`src/rtl/alu_issue.sv`:
```
// alu_issue: four-state issue sequencer (IDLE/OPND/EXEC/WB) driving an external 4-bit ALU from an 8x4 register file
// Ports: clk, reset (async, active-high); instr_valid/instr_ready handshake with instr_op/instr_rd/instr_rs/instr_imm/imm;
//        wr_en/wr_addr/wr_data register load port (IDLE only); alu_a/alu_b/alu_op to the ALU, alu_c/alu_flags back from it;
//        flags_q architectural flags {Z,C,F,L,N}; done writeback strobe; rd_addr/rd_data combinational read port.
// Macro ALU_ISSUE_IMM_EN: when defined, a captured immediate replaces rf[rs] as operand B if instr_imm was set.
module alu_issue (
  input  logic       clk,
  input  logic       reset,
  input  logic       instr_valid,
  output logic       instr_ready,
  input  logic [1:0] instr_op,
  input  logic [2:0] instr_rd,
  input  logic [2:0] instr_rs,
  input  logic       instr_imm,
  input  logic [3:0] imm,
  input  logic       wr_en,
  input  logic [2:0] wr_addr,
  input  logic [3:0] wr_data,
  output logic [3:0] alu_a,
  output logic [3:0] alu_b,
  output logic [1:0] alu_op,
  input  logic [3:0] alu_c,
  input  logic [4:0] alu_flags,
  output logic [4:0] flags_q,
  output logic       done,
  input  logic [2:0] rd_addr,
  output logic [3:0] rd_data
);
  typedef enum logic [1:0] {IDLE, OPND, EXEC, WB} state_t;
  state_t state, state_nx;
  logic [3:0] rf [8];
  logic [1:0] op_q;
  logic [2:0] rd_q, rs_q;
  logic [3:0] res_q, opb;
  logic [4:0] flg_q;
  assign rd_data = rf[rd_addr];
`ifdef ALU_ISSUE_IMM_EN
  logic       imm_sel_q;
  logic [3:0] imm_q;
  always_ff @(posedge clk or posedge reset)
    if (reset) begin
      imm_sel_q <= 1'b0;
      imm_q <= '0;
    end else if (state == IDLE && instr_valid) begin
      imm_sel_q <= instr_imm;
      imm_q <= imm;
    end
  assign opb = imm_sel_q ? imm_q : rf[rs_q];
`else
  logic unused_imm;
  assign unused_imm = ^{instr_imm, imm};
  assign opb = rf[rs_q];
`endif
  always_ff @(posedge clk or posedge reset)
    if (reset) state <= IDLE;
    else state <= state_nx;
  always_comb begin
    instr_ready = state == IDLE;
    done = state == WB;
    state_nx = state == IDLE ? (instr_valid ? OPND : IDLE) :
               state == OPND ? EXEC :
               state == EXEC ? WB : IDLE;
  end
  always_ff @(posedge clk or posedge reset)
    if (reset) begin
      op_q <= '0;
      rd_q <= '0;
      rs_q <= '0;
      alu_a <= '0;
      alu_b <= '0;
      alu_op <= '0;
      res_q <= '0;
      flg_q <= '0;
      flags_q <= '0;
    end else begin
      if (state == IDLE && instr_valid) begin
        op_q <= instr_op;
        rd_q <= instr_rd;
        rs_q <= instr_rs;
      end
      if (state == OPND) begin
        alu_a <= rf[rd_q];
        alu_b <= opb;
        alu_op <= op_q;
      end
      if (state == EXEC) begin
        res_q <= alu_c;
        flg_q <= alu_flags;
      end
      if (state == WB) flags_q <= flg_q;
    end
  // Load-port writes and writeback never collide: loads only land in IDLE, writeback only in WB.
  always_ff @(posedge clk or posedge reset)
    if (reset) for (int i = 0; i < 8; i++) rf[i] <= '0;
    else if (state == IDLE && wr_en) rf[wr_addr] <= wr_data;
    else if (state == WB && op_q != 2'b11) rf[rd_q] <= res_q;
endmodule

```
`config.mk`:
```
export PLATFORM = sky130hd
export DESIGN_NAME = alu_issue
export DESIGN_NICKNAME = d
export VERILOG_FILES = /design/src/rtl/alu_issue.sv
export SDC_FILE = /design/constraint.sdc
export NUM_CORES = 1
export LEC_CHECK = 0
export BUFFER_PORTS_ARGS = -buffer_cell sky130_fd_sc_hd__clkbuf_2
export CAP_MARGIN = 20
export CORE_UTILIZATION = 40
export DETAILED_ROUTE_END_ITERATION = 16
export GPL_TIMING_DRIVEN = 0
export PLACE_DENSITY_LB_ADDON = 0.3
export REMOVE_ABC_BUFFERS = 1
export SLEW_MARGIN = 20
export SYNTH_ARGS = -nofsm -noshare
export SYNTH_HDL_FRONTEND = slang
export SYNTH_SLANG_ARGS = --single-unit
```
`constraint.sdc`:
```
create_clock -name clk -period 3.87 [get_ports clk]
set_input_delay 0.1935 -clock clk [delete_from_list [all_inputs] [get_ports clk]]
set_output_delay 0.1935 -clock clk [all_outputs]
set_load 0.05 [all_outputs]
```
* Word level (Yosys, flattened, before mapping)
Index checks and enable logic that the tools add are counted.
** Word-level totals
- RAM bits :: 0
- Input port bits :: 36
- Memories :: 0
- Bits in read-only memories :: 0
- Output and inout bits :: 21
- Word-level logic and storage cells :: 60
- Bits in latches :: 0
- Register bits :: 66
** Cells by class
- Magnitude comparators :: 6
- $add $sub $neg :: 0
- Shifts and indexed selects :: 0
- Divide/modulo/power cells :: 0
- Reduce and logical (&&, ||, !) cells :: 7
- $mul :: 0
- Muxes and demuxes :: 21
- Bitwise logic cells :: 4
- Equal/unequal tests :: 4
** Operator list (count)
- 32-bit bitwise mux :: 2
- 32-bit 2-to-1 mux :: 2
- 4-bit binary-select mux with 3-bit select :: 3
- 4-bit 2-to-1 mux :: 8
- 4-bit demux with 3-bit select :: 2
- 4-bit >= comparator, second input constant :: 4
- 3-bit inverter with 4-bit output :: 4
- 4-bit by 1-bit less-than comparator with 1-bit output, second input constant :: 2
- 2-bit 2-to-1 mux :: 3
- 1-bit logical AND :: 5
- 2-bit equality test, second input constant :: 2
- 2-bit by 1-bit equality test with 1-bit output, second input constant :: 1
- 2-bit logical NOT :: 1
- 2-bit != test, second input constant :: 1
- 2-bit nonzero test :: 1
- 1-bit 2-to-1 mux :: 1

* Longest topological paths before layout
- Depth in word-level cells :: 8
- Mapped depth :: 8
- Depth with buffers taken out :: 6

* Least setup slack after synthesis
No wires, ideal clock.
- Path kind :: reg2reg
- Start :: register state[0]
- End :: register rf[0] in the netlist's numbering
- Cell stages (with the launch flop) :: 8
- Slack :: 1.717 ns
- Required time :: 3.744 ns
- Arrival time :: 2.027 ns
- Buffers on the path :: 1
- Setup time :: 0.126 ns
- Period minus slack after synthesis :: 2.153 ns
- Cell sequence :: dfrtp_1 -> inv_1 -> ha_1 -> buf_2 -> and3_1 -> and3_4 -> a31oi_2 -> a221o_1
** Between the ends
- Cells in the longest elaborated chain, start to end :: 3
- Elaborated cells between the ends (all ways) :: 6
** Ends and longest elaborated chain
- start: declaration :: line 30 : state_t state, state_nx;
- start signal: assignment :: line 56 : else state <= state_nx;
- 2-bit logical NOT (*)
- net instr_ready :: line 10 : output logic instr_ready,
- 1-bit logical AND (*) :: line 95 : else if (state == IDLE && wr_en) rf[wr_addr] <= wr_data;
- 32-bit 2-to-1 mux / 2-bit nonzero test (equally long branches)
- end signal: indexed assignment :: line 95
- end signal: indexed assignment :: line 96 : else if (state == WB && op_q != 2'b11) rf[rd_q] <= res_q;
- end: declaration :: line 31 : logic [3:0] rf [8];
Mark *: on every way through the listed nets, which the timed path passes. The rest lies on a longest branch.
A chain may end at the register's enable or synchronous reset.

* Final worst setup path
- Start :: register state[0]
- End :: register rf[10] in the netlist's numbering
** Between the ends
- Cells in the longest elaborated chain, start to end :: 3
- Elaborated cells between the ends (all ways) :: 6
** Ends and longest elaborated chain (line)
- 2-bit equality test / 2-bit logical NOT (equally long branches) :: 96, 95
- 1-bit logical AND, on equally long branches :: 96, 95
- 2-bit nonzero test (no line) / 32-bit 2-to-1 mux (equally long branches)
Parallel ways exist; a longest one is shown, timed or not.

==> qor.yml <==
routing:
  viasPerCell: 5.88
  postRouteAntennaNets: 0
  initialDrtViolationCount: 319
  wirelength_um: 9900
  wl_per_cell_um: 19.4
  dr_total_vias: 3000
  drt_pre_antenna_iters: 4
  drc: 0
critical_path:
  crit_family: "compound AO/OA/AOI/OAI gates"
  crit_slowest_cell: "a21oi_4"
  critPathLaunchType: "register"
  r2r_cells: 5
  r2r_slack_ns: 1.63
  end_kind: "register"
  worstPathMaxFanout: 35
  crit_chain: "ha_1 > a21boi_2 > a21oi_4 > a21oi_2 > a2bb2oi_1"
  cp.required_ns: 4.10
  cp.arrival_ns: 2.48
  r2r_end: "rf[10]$_DFFE_PP0P_"
  cpPeakStageDelay_ns: 0.81
  setup.worst_path.start: "state[0]$_DFF_PP0_"
  path_buf_inv: 0
  worstSetupPathType: "register to register"
  worstReg2RegStart: "state[0]$_DFF_PP0_"
placed_design:
  place_congestion: 0.840
  portBuffers: 51
  place_ws_ns: 1.63
  hpwl_um: 7280
clocking:
  cts_max_level: 3
  insertion_delay_ns: 0.37
  cts-root-buf: "clkbuf_8"
  cts_max_path_buffers: 2
  cts_buffers: 9
  clkSinkCount: 66
  cts_tree: "yes"
  path_clk_slew_ns: 0.08
  cts-resized-gates: 0
cells_and_area:
  diodes: 0
  seqCellArea_mm2: 0.00165
  mostFrequentLayoutCell: "dfrtp_1"
  fillers: 910
  multi_input_area_mm2: 0.00204
  layout_common_cells: "65 x dfrtp_1, 51 x clkbuf_2, 34 x o21ai_0"
  synthToLayoutAreaGrowth_pct: 14.3
  final_nets: 417
  drive_above_1_share_pct: 35.7
floorplan:
  boundaryPins: 57
  die_h_um: 100
  initial_core_util_pct: 41.4
  core_mm2: 0.00928
  rows: 35
  die_w_um: 100
  die_area_mm2: 0.0100
sta:
  finalHoldViolCount: 0
  fin_tns_setup_ns: 0
  tightestPinTransition_ns: 1.06
  period_needed_ns: 2.24
  fmax_mhz: 446
  period_share_pct: 58.0
  maxSlewHeadroom_pct: 29.5
  rsz0062_at_grt: "false"
  setup_viol: 0
  drv_slew: 0
  fin_skew_ns: 0.0166
  setup_slack_ns: 1.63
yosys:
  ys_async_sr_fraction_pct: 100
  avgSynthCellArea_um2: 11.5
  synth_ff_type: "dfrtp_1"
  syn-instance-count: 334
  ys_types: 37
  synth_seq_area_share_pct: 42.9
  synth_edf_count: 0
  yosysWarnings: 0
  ys_seq_elements: 66
  synthesis.area_mm2: 0.00385
power:
  power_density_mw_per_mm2: 996
  p_leak_nw: 1.85
  ir_drop_mv: 0.536
grt:
  grt_remaining_overflow: 0
  grt_util_all_layers_pct: 22.1
  grt_pass1_wl_um: 16400
  grt_max_degree: 54
  first_global_vias: 3027
  antenna_found_initial: 0
outcome:
  status: "finished clean"
min_path:
  hold_path_end: "res_q[3]$_DFFE_PP0N_"
  hold_path.class: "input port to register"
  min_path_cells: 3
  worstHoldStart: "alu_c[3]"
job:
  max-cap-violations: 0
-- timing repair --
action	4_1_cts	5_1_grt
buffers inserted	0	0
setup endpoints to repair	0	0
endpoints found under the hold margin	13	0
hold buffers	1	0
-- metal layers --
metal	share of wire [%]	up-vias	routed length, µm	global-route usage (%)
li1	-	1362	-	-
met1	44	1514	4350	29.8
met2	49	108	4800	35.0
met3	5.6	16	550	5.15
met4	1.9	0	191	7.80
met5	0	-	0	0
-- logic make-up (layout without fill, tap and decap cells) --
family	count (synthesis)	count (layout)	share of synthesized area (%)
compound gates	122	122	23.4
mux	51	51	20.6
buf+inv	34	81	4.07
flops	66	66	42.9
fa+ha+maj	5	5	1.63
simple gates	56	56	7.32
-- final cells by class --
type                       instances  area share [%]
multi-input combinational        234            46.3
sequential                        66            37.6
timing repair buffer              53            6.66
tap                              129            3.67
clock buffer                       9            2.82
clock inverter                     7            1.85
inverter                          12            1.08
-- sequential cells by signal, indices dropped and copies added (netlist names) --
register	cells
alu_op	2
rd_q	3
state	2
alu_b	4
flg_q	5
flags_q	5
rf	32
res_q	4
op_q	2
rs_q	3
alu_a	4
-- worst max path at each step --
stage	end	slack, ns	depth (start not counted)
after floorplan	rf[0]$_DFFE_PP0P_	1.68	6
after global placement	alu_a[0]$_DFFE_PP0N_	1.21	2
after detailed placement	rf[9]$_DFFE_PP0P_	1.63	5
after CTS	rf[10]$_DFFE_PP0P_	1.62	5
after global routing	rf[17]$_DFFE_PP0P_	1.43	5
final	rf[10]$_DFFE_PP0P_	1.63	5
-- power by group --
part	internal (W)	switching, W	leakage, nW
Combinational	0.000959	0.00122	0.967
Sequential	0.00105	0.000529	0.780
Clock	0.000309	0.000319	0.102
-- metrics by stage --
stage,hold WS (ns),std cells,instance area (µm²),power [W],util (%)
6_report,0.0329,510,4400,0.00438,47.4
5_1_grt,0.0471,510,4400,0.00467,47.4
3_3_place_gp,0.407,492,4150,0.00369,44.7
3_5_place_dp,0.132,493,4180,0.00376,45.1
2_1_floorplan,0.314,312,3730,0.00316,-
4_1_cts,0.0263,510,4400,0.00439,47.4
-- worst reg2reg max path: stages (launching register included) --
cell,delay (ns)
dfrtp_1,0.41
ha_1,0.31
a21boi_2,0.24
a21oi_4,0.81
a21oi_2,0.15
a2bb2oi_1,0.19
-- Yosys cell counts, drive strengths merged, types with 8 or more instances --
library cell,number,area share (%)
dfrtp,66,43
o21ai,34,4.4
a21oi,30,5.5
a2bb2oi,28,7.0
mux2,26,7.6
mux4,20,12
nand2,18,2.1
nor2,16,1.6
a31oi,15,2.6
buf,14,2.1
inv,12,1.2
nand3,10,1.4
clkbuf,8,0.78
No activity file was read; power rests on OpenSTA's default activity.
